==> src/rtl/snn_ff_pkg.sv <==
// Shared types and helpers for the SNN feed-forward spike readers.
package snn_ff_pkg;

   // Ceiling log2, never below 1 so derived widths stay legal.
   function automatic int clog2(input int n);
      int r;
      r = 0;
      while ((1 << r) < n) r++;
      return (r < 1) ? 1 : r;
   endfunction

   // Default array geometry.
   localparam int DEF_TIME_STEP = 8;
   localparam int DEF_N_PRE     = 256;
   localparam int DEF_ADDR_W    = clog2(DEF_N_PRE);
   localparam int DEF_CNT_W     = clog2(DEF_TIME_STEP + 1);
   localparam int DEF_TS_W      = clog2(DEF_TIME_STEP);

   // Decoded per-neuron record at the default geometry; readers built with
   // other widths declare a local struct of the same shape.
   typedef struct packed {
      logic [DEF_ADDR_W-1:0]    addr;
      logic [DEF_TIME_STEP-1:0] bits;
      logic [DEF_CNT_W-1:0]     cnt;
      logic [DEF_TS_W-1:0]      first_ts;
      logic [DEF_TS_W-1:0]      last_ts;
      logic                     any;
   } spike_rec_t;

   // Sweep controller states.
   typedef enum logic [1:0] {
      ST_IDLE  = 2'd0,
      ST_SCAN  = 2'd1,
      ST_DRAIN = 2'd2,
      ST_DONE  = 2'd3
   } rd_state_e;

endpackage

==> src/rtl/spike_bitmap_decoder.sv <==
// Combinational decode of a one-bit-per-time-step spike bitmap into count,
// first/last spiking step and an any-spike flag. Shared by pre/post readers.
module spike_bitmap_decoder
   import snn_ff_pkg::*;
#(
   parameter int TIME_STEP = 8,
   parameter int CNT_W     = clog2(TIME_STEP + 1),
   parameter int TS_W      = clog2(TIME_STEP)
) (
   input  logic [TIME_STEP-1:0] i_bits,
   output logic [CNT_W-1:0]     o_cnt,
   output logic [TS_W-1:0]      o_first_ts,
   output logic [TS_W-1:0]      o_last_ts,
   output logic                 o_any
);

   assign o_any = |i_bits;

   // Popcount plus low/high priority encodes; both indices read 0 for an empty map.
   always_comb begin
      o_cnt      = '0;
      o_first_ts = '0;
      o_last_ts  = '0;
      for (int i = TIME_STEP - 1; i >= 0; i--) begin
         if (i_bits[i]) o_first_ts = TS_W'(i);
      end
      for (int i = 0; i < TIME_STEP; i++) begin
         if (i_bits[i]) begin
            o_cnt     = o_cnt + CNT_W'(1);
            o_last_ts = TS_W'(i);
         end
      end
   end

endmodule

==> src/rtl/pre_spike_reader.sv <==
// Sweeps the pre-synaptic spike-history SRAM after a reference window and
// streams one decoded record per neuron to the weight-update engine.
module pre_spike_reader
   import snn_ff_pkg::*;
#(
   parameter int PRE_NEUR_SPIKE_CNT_WIDTH = 8,
   parameter int TIME_STEP = 8,
   parameter int N_PRE     = 256,
   parameter int ADDR_W    = clog2(N_PRE),
   parameter int CNT_W     = clog2(TIME_STEP + 1),
   parameter int TS_W      = clog2(TIME_STEP)
) (
   input  logic                                CLK,
   input  logic                                RST,
   input  logic                                start,
   output logic                                busy,
   output logic                                done,
   output logic                                sram_rd_en,
   output logic [ADDR_W-1:0]                   sram_addr,
   input  logic [PRE_NEUR_SPIKE_CNT_WIDTH-1:0] sram_rdata,
   output logic                                out_valid,
   input  logic                                out_ready,
   output logic [ADDR_W-1:0]                   out_addr,
   output logic [TIME_STEP-1:0]                out_bits,
   output logic [CNT_W-1:0]                    out_cnt,
   output logic [TS_W-1:0]                     out_first_ts,
   output logic [TS_W-1:0]                     out_last_ts,
   output logic                                out_any
);

   if (PRE_NEUR_SPIKE_CNT_WIDTH < TIME_STEP) begin : g_width_chk
      $error("pre_spike_reader: SRAM word narrower than TIME_STEP");
   end

   typedef struct packed {
      logic [ADDR_W-1:0]    addr;
      logic [TIME_STEP-1:0] bits;
      logic [CNT_W-1:0]     cnt;
      logic [TS_W-1:0]      first_ts;
      logic [TS_W-1:0]      last_ts;
      logic                 any;
   } rec_t;

   rd_state_e            r_state;
   logic [ADDR_W-1:0]    r_rd_ptr;
   logic [ADDR_W-1:0]    r_land_addr;
   logic                 r_inflight;
   logic                 r_busy;
   logic                 r_done;

   rec_t                 r_fifo [2];
   logic                 r_wr_sel;
   logic                 r_rd_sel;
   logic [1:0]           r_count;

   logic [TIME_STEP-1:0] w_bits;
   logic [CNT_W-1:0]     w_cnt;
   logic [TS_W-1:0]      w_first_ts;
   logic [TS_W-1:0]      w_last_ts;
   logic                 w_any;
   rec_t                 w_push_rec;
   rec_t                 w_head;
   logic                 w_push;
   logic                 w_pop;
   logic                 w_issue;
   logic [1:0]           w_occ;
   logic [1:0]           w_count_next;

   // Upper SRAM bits carry nothing for this window length.
   if (PRE_NEUR_SPIKE_CNT_WIDTH > TIME_STEP) begin : g_hi
      logic w_unused_hi;
      assign w_unused_hi = ^sram_rdata[PRE_NEUR_SPIKE_CNT_WIDTH-1:TIME_STEP];
   end

   // Return path: read data lands the cycle after the strobe.
   assign w_bits = sram_rdata[TIME_STEP-1:0];
   assign w_push = r_inflight;

   spike_bitmap_decoder #(
      .TIME_STEP (TIME_STEP),
      .CNT_W     (CNT_W),
      .TS_W      (TS_W)
   ) u_dec (
      .i_bits     (w_bits),
      .o_cnt      (w_cnt),
      .o_first_ts (w_first_ts),
      .o_last_ts  (w_last_ts),
      .o_any      (w_any)
   );

   assign w_push_rec = '{addr: r_land_addr, bits: w_bits, cnt: w_cnt,
                         first_ts: w_first_ts, last_ts: w_last_ts, any: w_any};

   // Output handshake. Occupancy for the issue decision counts the slot freed
   // by this cycle's pop, which is what lets the stream sustain one record per
   // cycle while never holding more than two results (FIFO + landing read).
   assign out_valid    = (r_count != 2'd0);
   assign w_pop        = out_valid & out_ready;
   assign w_occ        = r_count - {1'b0, w_pop} + {1'b0, r_inflight};
   assign w_issue      = (r_state == ST_SCAN) && (w_occ < 2'd2);
   assign w_count_next = r_count + {1'b0, w_push} - {1'b0, w_pop};

   assign sram_rd_en = w_issue;
   assign sram_addr  = r_rd_ptr;
   assign busy       = r_busy;
   assign done       = r_done;

   // Data fields read as zero whenever no record is presented.
   assign w_head       = out_valid ? r_fifo[r_rd_sel] : '0;
   assign out_addr     = w_head.addr;
   assign out_bits     = w_head.bits;
   assign out_cnt      = w_head.cnt;
   assign out_first_ts = w_head.first_ts;
   assign out_last_ts  = w_head.last_ts;
   assign out_any      = w_head.any;

   // Sweep controller: address walk, in-flight tracking, busy/done.
   always_ff @(posedge CLK or posedge RST) begin
      if (RST) begin
         r_state     <= ST_IDLE;
         r_rd_ptr    <= '0;
         r_land_addr <= '0;
         r_inflight  <= 1'b0;
         r_busy      <= 1'b0;
         r_done      <= 1'b0;
      end else begin
         r_inflight <= w_issue;
         r_done     <= 1'b0;
         if (w_issue) r_land_addr <= r_rd_ptr;
         case (r_state)
            ST_IDLE: begin
               if (start) begin
                  r_state  <= ST_SCAN;
                  r_rd_ptr <= '0;
                  r_busy   <= 1'b1;
               end
            end
            ST_SCAN: begin
               if (w_issue) begin
                  if (r_rd_ptr == ADDR_W'(N_PRE - 1)) r_state  <= ST_DRAIN;
                  else                                r_rd_ptr <= r_rd_ptr + ADDR_W'(1);
               end
            end
            ST_DRAIN: begin
               // No reads issue here, so an empty next FIFO means the last
               // record has just been handed over.
               if (w_count_next == 2'd0) begin
                  r_state <= ST_DONE;
                  r_done  <= 1'b1;
               end
            end
            ST_DONE: begin
               r_state <= ST_IDLE;
               r_busy  <= 1'b0;
            end
            default: r_state <= ST_IDLE;
         endcase
      end
   end

   // Two-entry record FIFO pointers and occupancy.
   always_ff @(posedge CLK or posedge RST) begin
      if (RST) begin
         r_count  <= 2'd0;
         r_wr_sel <= 1'b0;
         r_rd_sel <= 1'b0;
      end else begin
         if (w_push) r_wr_sel <= ~r_wr_sel;
         if (w_pop)  r_rd_sel <= ~r_rd_sel;
         r_count <= w_count_next;
      end
   end

   // FIFO storage; contents are qualified by the occupancy count.
   always_ff @(posedge CLK) begin
      if (w_push) r_fifo[r_wr_sel] <= w_push_rec;
   end

endmodule
==> config.mk <==
export PLATFORM = sky130hd
export DESIGN_NAME = pre_spike_reader
export DESIGN_NICKNAME = d
export VERILOG_FILES = /design/src/rtl/snn_ff_pkg.sv /design/src/rtl/spike_bitmap_decoder.sv /design/src/rtl/pre_spike_reader.sv
export SDC_FILE = /design/constraint.sdc
export NUM_CORES = 1
export LEC_CHECK = 0
export ABC_AREA = 1
export CAP_MARGIN = 0
export CORE_ASPECT_RATIO = 1.1
export CORE_MARGIN = 8
export CORE_UTILIZATION = 55
export CTS_CLUSTER_DIAMETER = 30
export DETAILED_ROUTE_END_ITERATION = 6
export PLACE_DENSITY = 0.79
export SYNTH_ARGS = -nofsm -noshare
export SYNTH_HDL_FRONTEND = slang
export SYNTH_HIERARCHICAL = 1
export SYNTH_SLANG_ARGS = --single-unit
==> constraint.sdc <==
create_clock -name CLK -period 2.8 [get_ports CLK]
set_clock_uncertainty 0.05 [all_clocks]
set_input_delay 0.28 -clock CLK [delete_from_list [all_inputs] [get_ports CLK]]
set_output_delay 0.28 -clock CLK [all_outputs]
set_load 0.05 [all_outputs]
After elaboration in Yosys (flattened, before gate mapping)
Memories as Yosys holds them, arrays and structs flattened.
Index checks and enable logic that the tools add are counted.

cells by class
  equality and inequality tests = 9
  muxes and demuxes = 39
  bitwise logic cells = 3
  $add $sub $neg = 12
  order comparisons = 1
  reduce and logical (&&, ||, !) cells = 10

operators by type and width
  cell                                                             count
  3-bit 2-to-1 mux                                                 12
  4-bit 2-to-1 mux                                                 7
  27-bit 2-to-1 mux                                                1
  4-bit by 1-bit adder with 4-bit output, second input constant    6
  8-bit 2-to-1 mux                                                 3
  8-bit one-hot mux with 2 select lines                            1
  2-bit 2-to-1 mux                                                 6
  8-bit by 1-bit adder with 8-bit output, second input constant    1
  8-bit == test, second input constant                             1
  2-bit != test, second input constant                             4
  2-bit one-hot mux with 4 select lines                            1
  4-bit AND reduction                                              2
  8-bit OR reduction                                               1
  1-bit 2-to-1 mux                                                 7
  2-bit nonzero test                                               3
  2-bit by 1-bit adder with 2-bit output                           2
  2-bit == test, second input constant                             2
  2-bit logical NOT                                                2
  2-bit by 1-bit subtractor with 2-bit output                      2
  1-bit by 1-bit adder with 2-bit output, second input constant    1
  2-bit by 1-bit == test with 1-bit output, second input constant  1
  2-bit less-than comparator, second input constant                1
  2-bit by 1-bit != test with 1-bit output, second input constant  1
  1-bit NOT                                                        2
  4 further kinds                                                  4

word-level totals
  output and inout port bits = 39
  logic and storage cells = 84
  register bits = 25
  memories = 1
  bits in writable memories = 54
  bits of input ports = 12

memories
  memory  depth  bits a word  rd ports  clocked after Yosys merged registers in  wr ports  line                    RTL
  r_fifo  2      27           1         0                                        1         pre_spike_reader.sv:51  rec_t r_fifo [2];

Logic depth before layout (Yosys ltp)
  depth after elaboration = 15
  mapped depth = 23
  mapped depth without buffers = 23

Hierarchy
Netlist, hierarchy kept.

by module, submodules not included
  module                area each (µm²)  cells each  sequential area each (µm²)  times used
  pre_spike_reader      3,311.9          308         2,247.2                     1
  spike_bitmap_decoder  805.8            148         0.0                         1

Worst setup path after synthesis
Ideal clock, no wire load.

  path kind = input to register
  from = input port sram_rdata[1]
  to = memory r_fifo[0][8] (netlist name) (data pin)
  required time = 2.481 ns
  setup time = 0.269 ns
  arrival time = 2.872 ns
  slack = -0.391 ns
  stages = 19
  path buffers = 0
  path through = inv_1 > ha_1 > nor2_1 > nor2_4 > ha_1 > or2_1 > nand2_2 > nand2_1 > nand2_1 > nand2_1 > nand3_2 > nand2_2 > ha_1 > or2_2 > nand2_1 > inv_1 > ha_1 > nand2_1 > o21ai_0

between the ends
  word-level cells in the longest chain between the ends = 13

RTL lines
  what                                    line                        RTL
  start, declared                         pre_spike_reader.sv:20      input logic [PRE_NEUR_SPIKE_CNT_WIDTH-1:0] sram_rdata,
  4-bit 2-to-1 mux (*)                    spike_bitmap_decoder.sv:28  if (i_bits[i]) begin
  4-bit by 1-bit adder with 4-bit output  spike_bitmap_decoder.sv:29  o_cnt = o_cnt + CNT_W'(1);
  4-bit 2-to-1 mux (*)                    spike_bitmap_decoder.sv:28
  4-bit by 1-bit adder with 4-bit output  spike_bitmap_decoder.sv:29
  4-bit 2-to-1 mux (*)                    spike_bitmap_decoder.sv:28
  4-bit by 1-bit adder with 4-bit output  spike_bitmap_decoder.sv:29
  4-bit 2-to-1 mux (*)                    spike_bitmap_decoder.sv:28
  4-bit by 1-bit adder with 4-bit output  spike_bitmap_decoder.sv:29
  4-bit 2-to-1 mux (*)                    spike_bitmap_decoder.sv:28
  4-bit by 1-bit adder with 4-bit output  spike_bitmap_decoder.sv:29
  4-bit 2-to-1 mux (*)                    spike_bitmap_decoder.sv:28
  4-bit by 1-bit adder with 4-bit output  spike_bitmap_decoder.sv:29
  4-bit 2-to-1 mux (*)                    spike_bitmap_decoder.sv:28
  named net w_cnt[1]                      pre_spike_reader.sv:57      logic [CNT_W-1:0] w_cnt;
  end, declared                           pre_spike_reader.sv:51

Mark *: on every way through the listed nets, which the timed path passes. The rest lies on a longest branch.

Final worst setup path
Same ends and word-level chain as after synthesis.

==> metrics <==
DIE AREA=10,500 um^2; Synth cell types=33; Skew-Pair Late Insertion Delay=0.34 ns; most used cell, CP=nand2_2; Worst Setup EP=r_fifo[0][8]$_DFFE_PP_; share of layout cells above drive strength 1=0.286; FF-to-FF Start=r_count[1]$_DFF_PP0_; crit share post-route=1.02; CP Class=input pin to flop; Clock Pin Slew Worst Setup and Hold Paths=0.09 ns; final setup fails=2; Starting Density=0.560; Data required, critical path=2.83 ns; Iter 0 DRT Violations=142; Reg2Reg Setup Slack=0.74 ns; Die Span Y=107 um; Leak=0.00237 uW; htree depth=3; gp weighted congestion=0.870; PwrDens=997 nW/um^2; clk sink count=79; CP max stage delay=0.28 ns; residual DRC count=0; Hold Path Class=input pin to flop; pin count of the biggest net entering global routing=29; Die W=98.5 um; minimum clock period=2.87 ns; Max IR drop VDD=948 uV; YS warnings=6; Post-CTS Hold Buffers=0; placed cell area=4890 um^2; core footprint=7350 um^2; Critical Path Start=sram_rdata[1]; Antenna diodes=0; Seq/Total Area, Yosys=0.546; Slew Limit Headroom=0.381; Initial DRT Pass Iterations=5; Remaining Overflow, GRT=0; maxcap violations=0; status=complete, but fails checks; I/O pins=51; R2R depth=16; Critical-path top delay cell=ha_4; CP Max Fanout=4; Fmax=0.349 GHz; nets=575; CP endpoint kind=flop; antenna viol nets, final=0; GRT Util Overall=0.188; Synth Cell Area=4120 um^2; final core utilization=0.719; DP HPWL=6540 um; drt wl/cell=15.1 um; Final WS setup=-0.0651 ns; final slew viol count=0; first-pass GRT wire length=16,000 um; Site Rows=33; CTS Root Cell=clkbuf_8; IO Port Bufs=50; CTS tree=done; filler cell count in the final layout=536; Area Overhead vs Synth=28.3%; RR Endpoint=sram_addr[7]$_DFFE_PP0P_; Final Hold Viols=0; initial antenna violation count=0; Via-to-Cell Ratio=5.33; Cells after Synth=456; Syn Area/Cell=9.03 um^2; RSZ-0062 raised after global routing=true; CP startpoint kind=input pin; failing checks=negative setup slack; #FFs+latches synth=79; Setup TNS=-0.130 ns; Setup WS pre-CTS=-0.882 ns; buffer depth of the longest clock path=2; final wirelength=9660 um; total CTS buffers=9; vias in the first global route=3,469; Critical Path AT=2.89 ns; syn nets=483; fin area=5280 um^2; worst-margin pin slew=0.928 ns; worst path cell trace=buf_8 -> clkinvlp_4 -> ha_4 -> nand2_4 -> inv_4 -> nor2_4 -> ha_4 -> or2_1 -> nand2_2 -> nand2_2 -> nand2_2 -> nand2_2 -> nand3_2 -> nand2_2 -> ha_4 -> or2_4 -> nand2_4 -> inv_2 -> ha_4 -> nand2_4 -> o21ai_4; vias=3,410
[kinds of logic after synthesis]
group | count (synthesis) | share of synthesized area
and+or+nand+nor | 229 | 0.251
AOI/OAI and AO/OA | 59 | 0.0735
adders and majority gates | 15 | 0.0456
DFF | 79 | 0.546
xor gates and xnor gates | 5 | 0.0106
buffers and inverters | 69 | 0.0735
[what timing repair did]
item                                    4_1_cts  5_1_grt
pin swaps                                     7       17
endpoints found under the setup margin        6        6
setup buffers                                12        2
gates resized for setup                      18       22
cloned                                        1        0
[placed cells by master (no fill, tap or decap), types with 2 or more instances in the layout]
cell	count
clkinvlp_4	3
inv_4	2
o21ai_1	2
clkbuf_8	10
nand3_2	8
nand3_1	20
xor2_1	4
nor2_1	15
a21oi_1	35
nand4_1	2
buf_4	68
edfxtp_1	54
o21ai_2	3
inv_1	44
clkinv_4	2
ha_1	9
nor2_4	2
clkdlybuf4s50_1	19
nand2_1	141
nor3_1	3
nor2_2	6
nand2_2	19
dfrtp_1	25
nand2_4	9
inv_2	7
ha_4	5
o21ai_0	18
buf_6	3
[routing by layer]
metal	vias up	global-route usage	part of all wire
met5	-	0	0
met4	0	0.102	0.039
met3	30	0.0434	0.045
met2	89	0.325	0.50
met1	1626	0.213	0.42
li1	1665	-	-
[worst min-delay path by stage]
stage	startpoint	endpoint	slack (ns)	cells after the start
after floorplan	RST	busy$_DFFE_PP0P_	0.26	1
after global placement	r_land_addr[6]$_DFFE_PP0P_	r_fifo[0][25]$_DFFE_PP_	0.40	0
after detailed placement	r_land_addr[4]$_DFFE_PP0P_	r_fifo[0][23]$_DFFE_PP_	0.41	0
after CTS	sram_rdata[1]	r_fifo[0][12]$_DFFE_PP_	0.26	2
after global routing	sram_rdata[1]	r_fifo[0][12]$_DFFE_PP_	0.20	2
final	sram_rdata[1]	r_fifo[0][12]$_DFFE_PP_	0.22	2
[stage by stage]
step	instances	hold WS (ns)	total power [uW]
2_1_floorplan	456	0.257	3620
3_3_place_gp	610	0.401	4320
3_5_place_dp	610	0.406	4410
4_1_cts	639	0.256	5240
5_1_grt	640	0.198	5590
6_report	640	0.216	5270
[state kept, by name, summed over array words and instances, names as in the netlist]
signal       flops
r_inflight       1
r_fifo          54
done             1
r_land_addr      8
sram_addr        8
r_count          2
r_rd_sel         1
r_wr_sel         1
r_state          2
busy             1
[worst max-delay path: cells and delay by family]
family | cells | cell delay (ns)
AND/OR/NAND/NOR | 12 | 1.36
buffers and inverters | 4 | 0.25
adder cells (fa/ha/maj) | 4 | 0.93
AO/OA/AOI/OAI | 1 | 0.07
[cells in the mapped netlist, drive strengths merged]
master	n	area [um^2]
a21oi	35	175
buf	13	90.1
clkbuf	1	3.75
clkinv	1	3.75
dfrtp	25	626
edfxtp	54	1620
ha	15	188
inv	54	205
nand2	169	707
nand3	28	165
nand4	2	12.5
nor2	23	98.8
nor3	4	31.3
nor4	1	6.26
o21ai	24	128
or2	2	12.5
xnor2	1	8.76
xor2	4	35.0
[cell type report]
class | count | area (um^2) | share of cell area
Clock inverter | 6 | 52.6 | 0.00995
Timing Repair Buffer | 95 | 788 | 0.149
Inverter | 55 | 215 | 0.0407
Tap cell | 87 | 109 | 0.0206
Sequential cell | 79 | 2250 | 0.425
Multi-Input combinational cell | 308 | 1730 | 0.328
Clock buffer | 10 | 138 | 0.0261
[power breakdown]
| group | internal [uW] | switching (uW) | total [uW] |
|---|---|---|---|
| Sequential | 1510 | 110 | 1620 |
| Clock | 358 | 437 | 795 |
| Combinational | 849 | 2010 | 2850 |
| Total | 2710 | 2550 | 5270 |
Note: power is estimated with default switching activity, not from simulation.
